[config.mk]
export PLATFORM = sky130hd
export DESIGN_NAME = uart_cmd_ctrl
export DESIGN_NICKNAME = d
export VERILOG_FILES = /design/src/rtl/uart_cmd_ctrl.sv
export SDC_FILE = /design/constraint.sdc
export NUM_CORES = 1
export LEC_CHECK = 0
export ABC_AREA = 0
export ABC_CLOCK_PERIOD_IN_PS = 7550
export BUFFER_PORTS_ARGS = -buffer_cell sky130_fd_sc_hd__buf_2
export CAP_MARGIN = 20
export CORE_MARGIN = 3
export CORE_UTILIZATION = 61
export CTS_BUF_LIST = sky130_fd_sc_hd__clkbuf_16
export CTS_CLUSTER_DIAMETER = 40
export CTS_CLUSTER_SIZE = 25
export DETAILED_ROUTE_END_ITERATION = 6
export GPL_TIMING_DRIVEN = 0
export HOLD_SLACK_MARGIN = 0.05
export PLACE_DENSITY = 0.85
export RECOVER_POWER = 100
export SLEW_MARGIN = 15
export SYNTH_ARGS = -nofsm -noshare
export SYNTH_HDL_FRONTEND = slang
export SYNTH_SLANG_ARGS = --single-unit
[constraint.sdc]
create_clock -name clk -period 7.55 [get_ports clk]
set_input_delay 1.51 -clock clk [delete_from_list [all_inputs] [get_ports clk]]
set_output_delay 1.51 -clock clk [all_outputs]
set_load 0.1 [all_outputs]
[src/rtl/uart_cmd_ctrl.sv]
`timescale 1ns/1ps
`default_nettype none
// ============================================================================
// Module      : uart_cmd_ctrl
// Description : Byte-level command controller behind a UART receiver.
//               Assembles 5-byte frames (A5, CMD, ADDR, DATA, CHK), checks
//               them, runs one register-bus read or write, and returns one
//               response byte per frame through the transmitter handshake.
// Ports       : clk, rst_n               - clock, async active-low reset
//               rx_data/rx_valid/rx_ready - receiver byte stream + pacing
//               reg_wr/reg_rd/reg_addr/reg_wdata/reg_rdata/reg_ack
//                                         - internal register bus
//               tx_data/tx_valid/tx_ready - response byte to transmitter
//               err_cnt                   - saturating rejected-frame count
// Revision    : 1.0 - initial release
// ============================================================================
module uart_cmd_ctrl #(
  parameter int CLK_FREQ     = 50_000_000,
  parameter int BAUD_RATE    = 115200,
  parameter int BYTE_TIMEOUT = CLK_FREQ / BAUD_RATE * 40,
  parameter int BUS_TIMEOUT  = 255
) (
  input  logic       clk,
  input  logic       rst_n,
  input  logic [7:0] rx_data,
  input  logic       rx_valid,
  output logic       rx_ready,
  output logic       reg_wr,
  output logic       reg_rd,
  output logic [7:0] reg_addr,
  output logic [7:0] reg_wdata,
  input  logic [7:0] reg_rdata,
  input  logic       reg_ack,
  output logic [7:0] tx_data,
  output logic       tx_valid,
  input  logic       tx_ready,
  output logic [7:0] err_cnt
);

  localparam logic [7:0] c_sync   = 8'hA5;
  localparam logic [7:0] c_cmd_wr = 8'h01;
  localparam logic [7:0] c_cmd_rd = 8'h02;
  localparam logic [7:0] c_ack    = 8'h06;
  localparam logic [7:0] c_nak    = 8'h15;

  localparam int c_byte_w = $clog2(BYTE_TIMEOUT + 1);
  localparam int c_bus_w  = $clog2(BUS_TIMEOUT + 1);
  // Counters hold the number of idle cycles already elapsed; the cycle on
  // which the counter reads LAST is the final allowed one.
  localparam logic [c_byte_w-1:0] c_byte_last = c_byte_w'(BYTE_TIMEOUT - 1);
  localparam logic [c_bus_w-1:0]  c_bus_last  = c_bus_w'(BUS_TIMEOUT - 1);

  typedef enum logic [2:0] {
    ST_IDLE = 3'd0,
    ST_CMD  = 3'd1,
    ST_ADDR = 3'd2,
    ST_DATA = 3'd3,
    ST_CHK  = 3'd4,
    ST_BUS  = 3'd5,
    ST_RESP = 3'd6
  } state_t;

  state_t              state_q, state_d;
  logic [7:0]          cmd_q, cmd_d;
  logic [7:0]          reg_addr_q, reg_addr_d;
  logic [7:0]          reg_wdata_q, reg_wdata_d;
  logic                reg_wr_q, reg_wr_d;
  logic                reg_rd_q, reg_rd_d;
  logic [7:0]          tx_data_q, tx_data_d;
  logic                tx_valid_q, tx_valid_d;
  logic                rx_ready_q, rx_ready_d;
  logic [7:0]          err_cnt_q, err_cnt_d;
  logic [c_byte_w-1:0] byte_cnt_q, byte_cnt_d;
  logic [c_bus_w-1:0]  bus_cnt_q, bus_cnt_d;
  logic                err_inc;
  logic                chk_ok;
  logic                cmd_ok;

  assign chk_ok = (rx_data == (cmd_q ^ reg_addr_q ^ reg_wdata_q));
  assign cmd_ok = (cmd_q == c_cmd_wr) || (cmd_q == c_cmd_rd);

  always_comb begin
    state_d     = state_q;
    cmd_d       = cmd_q;
    reg_addr_d  = reg_addr_q;
    reg_wdata_d = reg_wdata_q;
    reg_wr_d    = reg_wr_q;
    reg_rd_d    = reg_rd_q;
    tx_data_d   = tx_data_q;
    tx_valid_d  = tx_valid_q;
    err_cnt_d   = err_cnt_q;
    byte_cnt_d  = byte_cnt_q;
    bus_cnt_d   = bus_cnt_q;
    err_inc     = 1'b0;

    case (state_q)
      ST_IDLE: begin
        if (rx_valid && (rx_data == c_sync)) begin
          state_d    = ST_CMD;
          byte_cnt_d = '0;
        end
      end

      ST_CMD, ST_ADDR, ST_DATA, ST_CHK: begin
        // A byte on the expiry cycle takes priority over the timeout.
        if (rx_valid) begin
          byte_cnt_d = '0;
          case (state_q)
            ST_CMD: begin
              cmd_d   = rx_data;
              state_d = ST_ADDR;
            end
            ST_ADDR: begin
              reg_addr_d = rx_data;
              state_d    = ST_DATA;
            end
            ST_DATA: begin
              reg_wdata_d = rx_data;
              state_d     = ST_CHK;
            end
            default: begin
              if (chk_ok && cmd_ok) begin
                state_d   = ST_BUS;
                bus_cnt_d = '0;
                reg_wr_d  = (cmd_q == c_cmd_wr);
                reg_rd_d  = (cmd_q == c_cmd_rd);
              end else begin
                state_d    = ST_RESP;
                tx_data_d  = c_nak;
                tx_valid_d = 1'b1;
                err_inc    = 1'b1;
              end
            end
          endcase
        end else if (byte_cnt_q == c_byte_last) begin
          state_d    = ST_IDLE;
          byte_cnt_d = '0;
          err_inc    = 1'b1;
        end else begin
          byte_cnt_d = byte_cnt_q + c_byte_w'(1);
        end
      end

      ST_BUS: begin
        // Ack is checked first so it beats a simultaneous timeout.
        if (reg_ack) begin
          state_d    = ST_RESP;
          reg_wr_d   = 1'b0;
          reg_rd_d   = 1'b0;
          tx_valid_d = 1'b1;
          tx_data_d  = reg_wr_q ? c_ack : reg_rdata;
        end else if (bus_cnt_q == c_bus_last) begin
          state_d    = ST_RESP;
          reg_wr_d   = 1'b0;
          reg_rd_d   = 1'b0;
          tx_valid_d = 1'b1;
          tx_data_d  = c_nak;
          err_inc    = 1'b1;
        end else begin
          bus_cnt_d = bus_cnt_q + c_bus_w'(1);
        end
      end

      ST_RESP: begin
        if (tx_ready) begin
          state_d    = ST_IDLE;
          tx_valid_d = 1'b0;
        end
      end

      default: begin
        state_d = ST_IDLE;
      end
    endcase

    if (err_inc && (err_cnt_q != 8'hFF)) begin
      err_cnt_d = err_cnt_q + 8'd1;
    end

    // Registered from the next state so the pin tracks the state exactly.
    rx_ready_d = !((state_d == ST_BUS) || (state_d == ST_RESP));
  end

  always_ff @(posedge clk or negedge rst_n) begin
    if (!rst_n) begin
      state_q     <= ST_IDLE;
      cmd_q       <= '0;
      reg_addr_q  <= '0;
      reg_wdata_q <= '0;
      reg_wr_q    <= 1'b0;
      reg_rd_q    <= 1'b0;
      tx_data_q   <= '0;
      tx_valid_q  <= 1'b0;
      rx_ready_q  <= 1'b1;
      err_cnt_q   <= '0;
      byte_cnt_q  <= '0;
      bus_cnt_q   <= '0;
    end else begin
      state_q     <= state_d;
      cmd_q       <= cmd_d;
      reg_addr_q  <= reg_addr_d;
      reg_wdata_q <= reg_wdata_d;
      reg_wr_q    <= reg_wr_d;
      reg_rd_q    <= reg_rd_d;
      tx_data_q   <= tx_data_d;
      tx_valid_q  <= tx_valid_d;
      rx_ready_q  <= rx_ready_d;
      err_cnt_q   <= err_cnt_d;
      byte_cnt_q  <= byte_cnt_d;
      bus_cnt_q   <= bus_cnt_d;
    end
  end

  assign rx_ready  = rx_ready_q;
  assign reg_wr    = reg_wr_q;
  assign reg_rd    = reg_rd_q;
  assign reg_addr  = reg_addr_q;
  assign reg_wdata = reg_wdata_q;
  assign tx_data   = tx_data_q;
  assign tx_valid  = tx_valid_q;
  assign err_cnt   = err_cnt_q;

endmodule
`default_nettype wire

==> metrics.json, run 1 <==
{
  "grt_pass1_wl_mm": 14.2,
  "cts_made_buffers": 9,
  "synth-seq-area-share_pct": 47.1,
  "finalWirelength_mm": 8.39,
  "clock_insertion_delay_worst_skew_ps": 330,
  "crit_path_top_delay_cell": "clkbuf_1",
  "synth_top_area_share_pct": 46.4,
  "drv_cap": 2,
  "setup_violations_final": 0,
  "layout_min_cycle_time_ps": 4240,
  "cts-root-buf": "clkbuf_16",
  "post_cts_hold_buffer_count": 0,
  "ant_nets": 0,
  "max-clock-path-buffers": 2,
  "routed-via-count": 3031,
  "synth_seq_cells": 70,
  "antenna_violations_before_repair": 0,
  "die_h_um": 84.1,
  "grt_max_degree": 43,
  "drt-pass1-iter-count": 5,
  "syn_nets": 376,
  "tightest_slew_ps": 2190,
  "final_net_count": 444,
  "post_cts_setup_repair_buffer_count": 0,
  "die_area_um2": 7080,
  "syn_inst": 351,
  "diodes": 0,
  "boundaryPins": 57,
  "worstRegToRegCells": 6,
  "cts_resized": 0,
  "path_cells": "clkbuf_1 > clkbuf_1",
  "dieWidth_um": 84.1,
  "total_grt_usage_pct": 24.8,
  "reg_clk_slew_reported_paths_ps": 50,
  "holdCritPathClass": "flip-flop to flip-flop",
  "hpwl_mm": 5.76,
  "timing_max_transition_violations_final": 43,
  "post_synth_edffs": 0,
  "path_common_cell": "clkbuf_1",
  "coreArea_um2": 5710,
  "critical_path.n_buffers_inverters": 2,
  "synthDominantAreaCellType": "dfrtp_1",
  "rows": 27,
  "worstPathArrival_ps": 4230,
  "min_period_over_period_pct": 56.2,
  "cp_max_fo": 42,
  "ys_async_sr_fraction_pct": 100,
  "tritoncts_clock_tree": "done",
  "start_util_pct": 65.2,
  "post_synth_main_area_contributors": "dfrtp_1 (46%), mux2_2 (7.6%), xnor2_1 (3.8%)",
  "grt_pass1_vias": 3047,
  "area_growth_syn_to_layout_pct": 15.6,
  "ff2ff_setup_slack_ps": 4350,
  "worstReg2RegEnd": "bus_cnt_q[6]",
  "gp_congestion": 0.859,
  "fin_setup_tns_ps": 0,
  "critical_path.startpoint_type": "input pin",
  "required_ps": 7540,
  "final_layout_size_suffix_gt1_share_pct": 15.6,
  "drt_iter0_markers": 227,
  "netlist-cell-type-count": 60,
  "worst_clock_skew_ps": 6.09,
  "tritoncts_num_sinks": 70,
  "grt-ovfl-total": 0,
  "report.final.hold_viol_count": 0,
  "run_status": "finished, violations left",
  "synthesis.area_um2": 3720,
  "drcViolationCount": 0,
  "route.detailed.wl_per_inst_um": 16.9,
  "ys_dominant_reg_cell": "dfrtp_1",
  "criticalPathCategory": "input pin to async pin",
  "crit_family": "buffers and inverters",
  "cts-htree-levels": 3,
  "setup.worst_path.end_class": "async pin",
  "violations_in_the_final_reports": "max-capacitance violations, max-slew violations",
  "origin_of_the_worst_setup_path": "rst_n",
  "numPortBuffers": 56,
  "yosys_warn_count": 0,
  "setup.worst_path.end": "byte_cnt_q[3]",
  "worst_path_largest_cell_delay_ps": 1650,
  "timing.critical_path.depth": 2,
  "synth.avg_cell_area_um2": 10.6,
  "max_slew_margin_pct": -45.7,
  "setup_repair_after_global_routing_missed_its_margin": "no",
  "worstReg2RegStart": "reg_wdata[1]",
  "via_per_inst": 6.11,
  "fmax_mhz": 236
}
registers in the layout (all words and copies together), names as in the netlist:
| register | cells |
|---|---|
| cmd_q | 8 |
| tx_valid | 1 |
| tx_data | 8 |
| reg_wdata | 8 |
| reg_addr | 8 |
| reg_rd | 1 |
| rx_ready | 1 |
| reg_wr | 1 |
| state_q | 3 |
| byte_cnt_q | 15 |
| err_cnt | 8 |
| bus_cnt_q | 8 |
Yosys cell counts, drive strengths merged (6+ instances only):
cell	n
xor2	11
inv	14
nand2	27
xnor2	16
nor3	6
nand2b	8
nor2	16
mux2i	6
a21oi	16
clkbuf	7
dfrtp	69
nand4	7
a211oi	6
mux2	27
nand3	21
o21ai	24
logic make-up after synthesis:
family / share of synthesized area [%]
and+or+nand+nor: 17.2
AOI/OAI and AO/OA: 14.8
DFF: 47.1
muxes: 9.98
xor gates and xnor gates: 6.95
buffers and inverters: 2.59
adders and majority gates: 1.34
metrics by stage:
| stage | setup slack [ps] | cell area [um2] | hold slack [ps] | util (%) | cells |
|---|---|---|---|---|---|
| finish | 3310 | 4310 | 503 | 75.4 | 496 |
| global route | 2610 | 4310 | 519 | 75.4 | 496 |
| CTS | 4120 | 4420 | 503 | 77.5 | 496 |
| detailed placement | 3860 | 4120 | 486 | 72.1 | 480 |
| global placement | 3920 | 4100 | 469 | 71.7 | 479 |
| floorplan | 4250 | 3720 | 457 | - | 351 |
worst min-delay path by stage:
| stage | from | endpoint | slack, ps | cells after the start |
|---|---|---|---|---|
| final | cmd_q[2] | cmd_q[2] | 500 | 1 |
| after global routing | err_cnt[7] | err_cnt[7] | 520 | 1 |
| after CTS | tx_data[3] | tx_data[3] | 500 | 1 |
| after detailed placement | tx_data[7] | tx_data[7] | 490 | 1 |
| after global placement | tx_data[1] | tx_data[1] | 470 | 1 |
| after floorplan | byte_cnt_q[14] | byte_cnt_q[14] | 460 | 1 |
layer usage:
layer  share of wire (%)  track usage (%)
met1                  42             31.3
met2                  50             41.6
met3                 5.6             4.42
met5                   0                0
met4                 2.2             11.1
final cells by class:
type	count	area (um2)
Timing Repair Buffer	57	234
Buffer	11	43.8
Multi-Input combinational cell	256	1830
Inverter	14	52.6
Clock buffer	9	225
Tap cell	72	90.1
Fill cell	414	1400
Clock inverter	7	80.1
Sequential cell	70	1750
cell usage in the layout, fill, tap and decap left out, types with 3 or more instances in the layout:
cell type,count
dfrtp_1,69
clkbuf_1,48
nand2_1,27
mux2_2,25
o21ai_0,23
nand3_1,21
buf_2,18
nor2_1,16
xnor2_1,16
a21oi_1,16
inv_1,15
xor2_1,11
clkbuf_16,9
nand2b_1,8
nand4_1,6
mux2i_1,6
a211oi_1,6
and3_1,5
a31oi_1,5
nor3_1,5
a22o_1,5
a2111oi_0,5
ha_1,4
nor4bb_1,3
clkinv_1,3
Power of run 1 is not shown: default switching activity piles up to over one toggle a cycle in this logic, so the estimate is an artifact.
==> run 2: changes to the inputs <==
--- a/config.mk
+++ b/config.mk
@@ -5,19 +5,19 @@
 export SDC_FILE = /design/constraint.sdc
 export NUM_CORES = 1
 export LEC_CHECK = 0
-export ABC_AREA = 0
-export ABC_CLOCK_PERIOD_IN_PS = 7550
+export ABC_AREA = 1
+export ABC_CLOCK_PERIOD_IN_PS = 3700
 export BUFFER_PORTS_ARGS = -buffer_cell sky130_fd_sc_hd__buf_2
 export CAP_MARGIN = 20
 export CORE_MARGIN = 3
-export CORE_UTILIZATION = 61
+export CORE_UTILIZATION = 52
 export CTS_BUF_LIST = sky130_fd_sc_hd__clkbuf_16
 export CTS_CLUSTER_DIAMETER = 40
 export CTS_CLUSTER_SIZE = 25
 export DETAILED_ROUTE_END_ITERATION = 6
 export GPL_TIMING_DRIVEN = 0
 export HOLD_SLACK_MARGIN = 0.05
-export PLACE_DENSITY = 0.85
+export PLACE_DENSITY = 0.76
 export RECOVER_POWER = 100
 export SLEW_MARGIN = 15
 export SYNTH_ARGS = -nofsm -noshare
==> constraint.sdc (replaced) <==
create_clock -name clk -period 3.7 [get_ports clk]
set_input_delay 0.74 -clock clk [delete_from_list [all_inputs] [get_ports clk]]
set_output_delay 0.74 -clock clk [all_outputs]
set_load 0.1 [all_outputs]
==> run 2 against run 1 <==
Net effect:
- setup slack worse by 2200 ps
- highest routed layer unchanged
- sequential share of layout area is 3.3 points lower
- core utilization is 12 points lower
- largest cell class unchanged
- the flow still finishes with violations (max-capacitance violations, max-slew violations)
==> metrics.json, run 2 <==
{
  "run_status": "finished, violations left",
  "violations_in_the_final_reports": "max-capacitance violations, max-slew violations",
  "boundaryPins": {"value": 57, "change": "unchanged"},
  "max-clock-path-buffers": {"value": 2, "change": "unchanged"},
  "largest_register_ff_count": {"value": 15, "change": "unchanged"},
  "path_common_cell": "nand2_1",
  "layout_common_cells": "nand2_1 (187), dfrtp_1 (69), inv_1 (61)",
  "power-per-cell-area_nw_per_um2": 982,
  "ys_dominant_reg_cell": "dfrtp_1",
  "tritoncts_clock_tree": "done",
  "dieWidth": {"value": 94.2, "unit": "um", "change": "+12%"},
  "ant_nets": {"value": 0, "change": "unchanged"},
  "path_cells": "nor2_1 > nor2_4 > nor2_1 > nor2_1 > nor2_1 > nand2_1 > clkinv_1 > nand2_1 > inv_1 > nand2_1 > nand2_1 > nand2_1",
  "post_synth_edffs": {"value": 0, "change": "unchanged"},
  "final_net_count": {"value": 646, "change": "+45%"},
  "reg_clk_slew_reported_paths": {"value": 60, "unit": "ps", "change": "about the same"},
  "cts_resized": {"value": 0, "change": "unchanged"},
  "ys_async_sr_fraction": {"value": 100, "unit": "%", "change": "unchanged"},
  "area_growth_syn_to_layout_pct": 15.9,
  "total_grt_usage": {"value": 22.6, "unit": "%", "change": "-2.1 points"},
  "cp_max_fo": {"value": 10, "change": "-76%"},
  "power_frac_clock_pct": 21.1,
  "post_cts_setup_repair_buffer_count": {"value": 0, "change": "unchanged"},
  "switching_share_of_power_pct": 53.7,
  "holdWs": {"value": 474, "unit": "ps", "change": "-28.9 ps"},
  "leakage_nw": 2.38,
  "worstRegToRegCells": {"value": 12, "change": "+6"},
  "hpwl": {"value": 7.04, "unit": "mm", "change": "+22%"},
  "required": {"value": 3920, "unit": "ps", "change": "-3620 ps"},
  "clock_insertion_delay_worst_skew": {"value": 330, "unit": "ps", "change": "about the same"},
  "drcViolationCount": {"value": 0, "change": "unchanged"},
  "ff2ff_setup_slack": {"value": 1090, "unit": "ps", "change": "-3260 ps"},
  "timing_max_transition_violations_final": {"value": 34, "change": "-21%"},
  "min_period_over_period_pct": 70.5,
  "grt-ovfl-total": {"value": 0, "change": "unchanged"},
  "min_to": "tx_data[6]",
  "report.final.hold_viol_count": {"value": 0, "change": "unchanged"},
  "crit_family": "simple AND/OR/NAND/NOR gates",
  "setup_violations_final": {"value": 0, "change": "unchanged"},
  "worstReg2RegStart": "state_q[0]",
  "fin_setup_tns": {"value": 0, "unit": "ps", "change": "unchanged"},
  "finalWirelength": {"value": 9.50, "unit": "mm", "change": "+13%"},
  "rows": {"value": 31, "change": "+15%"},
  "layout_min_cycle_time_ps": 2610,
  "regMostFlops": "byte_cnt_q",
  "setup.worst_path.end_class": "flip-flop",
  "syn_inst": {"value": 553, "change": "+58%"},
  "cts-root-buf": "clkbuf_16",
  "synth_top_area_share": {"value": 42.7, "unit": "%", "change": "-3.6 points"},
  "drt_iter0_markers": {"value": 220, "change": "-3.1%"},
  "fmax_mhz": 383,
  "tightest_slew": {"value": 1870, "unit": "ps", "change": "-311 ps"},
  "final_layout_size_suffix_gt1_share": {"value": 7.83, "unit": "%", "change": "-7.7 points"},
  "layout.cells.most_common": "nand2_1",
  "critical_path.n_buffers_inverters": {"value": 2, "change": "unchanged"},
  "syn_nets": {"value": 578, "change": "+54%"},
  "drv_cap": {"value": 1, "change": "-1"},
  "synthMostInstantiatedCell": "nand2_1",
  "crit_path_top_delay_cell": "nor2_1",
  "diodes": {"value": 0, "change": "unchanged"},
  "post_cts_hold_buffer_count": {"value": 0, "change": "unchanged"},
  "route.detailed.wl_per_inst": {"value": 13.1, "unit": "um", "change": "-22%"},
  "p_int_mw": 2.13,
  "worst_path_largest_cell_delay": {"value": 540, "unit": "ps", "change": "-1110 ps"},
  "cts_made_buffers": {"value": 9, "change": "unchanged"},
  "coreArea": {"value": 7410, "unit": "um2", "change": "+30%"},
  "via_per_inst": {"value": 5.27, "change": "-14%"},
  "synthesis.area": {"value": 4040, "unit": "um2", "change": "+8.5%"},
  "grt_pass1_vias": {"value": 3555, "change": "+17%"},
  "tritoncts_num_sinks": {"value": 70, "change": "unchanged"},
  "routed-via-count": {"value": 3820, "change": "+26%"},
  "synth.avg_cell_area": {"value": 7.31, "unit": "um2", "change": "-31%"},
  "power.sequential.fraction_pct": 26.7,
  "power_switching_mw": 2.47,
  "post_synth_main_area_contributors": "dfrtp_1 (43%), nand2_1 (17%), nand3_1 (5.3%)",
  "hold_path_startpoint": "tx_data[6]",
  "cts-htree-levels": {"value": 3, "change": "unchanged"},
  "start_util": {"value": 54.6, "unit": "%", "change": "-11 points"},
  "worst_clock_skew": {"value": 5.43, "unit": "ps", "change": "-0.668 ps"},
  "criticalPathCategory": "flip-flop to flip-flop",
  "setup_repair_after_global_routing_missed_its_margin": "no",
  "netlist-cell-type-count": {"value": 35, "change": "-42%"},
  "yosys_warn_count": {"value": 0, "change": "unchanged"},
  "grt_max_degree": {"value": 38, "change": "-12%"},
  "die_h": {"value": 94.2, "unit": "um", "change": "+12%"},
  "synthDominantAreaCellType": "dfrtp_1",
  "die_area": {"value": 8870, "unit": "um2", "change": "+25%"},
  "power_frac_comb_pct": 52.2,
  "worstPathArrival": {"value": 2830, "unit": "ps", "change": "-1400 ps"},
  "grt_pass1_wl": {"value": 15.8, "unit": "mm", "change": "+12%"},
  "most_instantiated_cells_after_synthesis": "nand2_1 (183), dfrtp_1 (69), inv_1 (57)",
  "gp_congestion": {"value": 0.895, "change": "+4.1%"},
  "critical_path.startpoint_type": "flip-flop",
  "antenna_violations_before_repair": {"value": 0, "change": "unchanged"},
  "p_total_mw": 4.60,
  "drt-pass1-iter-count": {"value": 5, "change": "unchanged"},
  "peakVddDrop_mv": 0.697,
  "max_slew_margin": {"value": -24.9, "unit": "%", "change": "+21 points"},
  "synth_seq_cells": {"value": 70, "change": "unchanged"},
  "hold-path-cell-count": {"value": 2, "change": "+1"},
  "holdCritPathClass": "flip-flop to flip-flop",
  "synth-seq-area-share": {"value": 43.4, "unit": "%", "change": "-3.7 points"},
  "worstReg2RegEnd": "tx_data[2]",
  "numPortBuffers": {"value": 56, "change": "unchanged"}
}
run 2: changes by cell type after synthesis, sizes merged, moves of 7 or more:
| cell | before | now |
|---|---|---|
| nand2 | 27 | 188 |
| xnor2 | 16 | 9 |
| nand2b | 8 | 0 |
| inv | 14 | 72 |
| nor2 | 16 | 51 |
| nand3 | 21 | 44 |
| mux2 | 27 | 0 |
| o21ai | 24 | 41 |
run 2: cell families (layout without fill, tap and decap cells):
| family | after synthesis | in the layout | synth area share [%] |
|---|---|---|---|
| buffers and inverters | 77 | 150 | 7.18 |
| adders and majority gates | 4 | 4 | 1.24 |
| xor gates and xnor gates | 26 | 26 | 5.63 |
| and+or+nand+nor | 313 | 313 | 34.0 |
| AOI/OAI and AO/OA | 63 | 63 | 8.55 |
| DFF | 70 | 70 | 43.4 |
run 2: worst register-to-register path: stages (launching register included):
cell and delay, ps:
dfrtp_1 430, nor2_1 280, nor2_4 70, nor2_1 280, nor2_1 120, nor2_1 540, nand2_1 110, clkinv_1 90
nand2_1 80, inv_1 120, nand2_1 200, nand2_1 120, nand2_1 50
run 2: area by class of cell:
class | count | area (um2)
well taps | 99 | 124
repair buffers | 57 | 251
fillers | 702 | 2730
plain buffers | 5 | 18.8
inverters | 72 | 270
clock inverters | 7 | 111
multi-input cells | 406 | 1930
flip-flops and latches | 70 | 1750
clock buffers | 9 | 225
run 2: how the worst max path moves through the flow:
| stage | from | end | slack, ps | cells after the start |
|---|---|---|---|---|
| 4_1_cts | rx_data[1] | bus_cnt_q[0] | 1650 | 12 |
| 2_1_floorplan | err_cnt[1] | err_cnt[2] | 1350 | 7 |
| 3_5_place_dp | rx_data[1] | bus_cnt_q[0] | 1330 | 12 |
| 5_1_grt | state_q[0] | tx_data[6] | 930 | 12 |
| 3_3_place_gp | rx_data[1] | bus_cnt_q[0] | 1350 | 12 |
| 6_report | state_q[0] | tx_data[2] | 1090 | 12 |
run 2: layer usage:
metal | routed length [um] | up-vias | track usage, %
met5 | 0 | - | 0
li1 | - | 1908 | -
met2 | 4230 | 129 | 34.6
met1 | 4380 | 1754 | 30.4
met4 | 312 | 0 | 12.3
met3 | 587 | 29 | 3.93
run 2: power by group through the flow:
| stage | Combinational (mW) | Clock (mW) | Sequential (mW) |
|---|---|---|---|
| 2_1_floorplan | 1.14 | 0 | 2.15 |
| 3_3_place_gp | 2.49 | 0 | 1.22 |
| 3_5_place_dp | 2.55 | 0 | 1.23 |
| 4_1_cts | 2.56 | 0.985 | 1.22 |
| 5_1_grt | 2.62 | 1.02 | 1.27 |
| 6_report | 2.40 | 0.970 | 1.23 |
run 2: stage by stage:
stage | util, % | cells | setup slack [ps] | cell area, um2
global placement | 60.0 | 708 | 1350 | 4450
floorplan | - | 553 | 1350 | 4040
detailed placement | 60.3 | 709 | 1330 | 4470
finish | 63.2 | 725 | 1090 | 4680
global route | 63.2 | 725 | 930 | 4680
CTS | 64.9 | 725 | 1650 | 4800
Note: power is estimated with default switching activity, not from simulation.
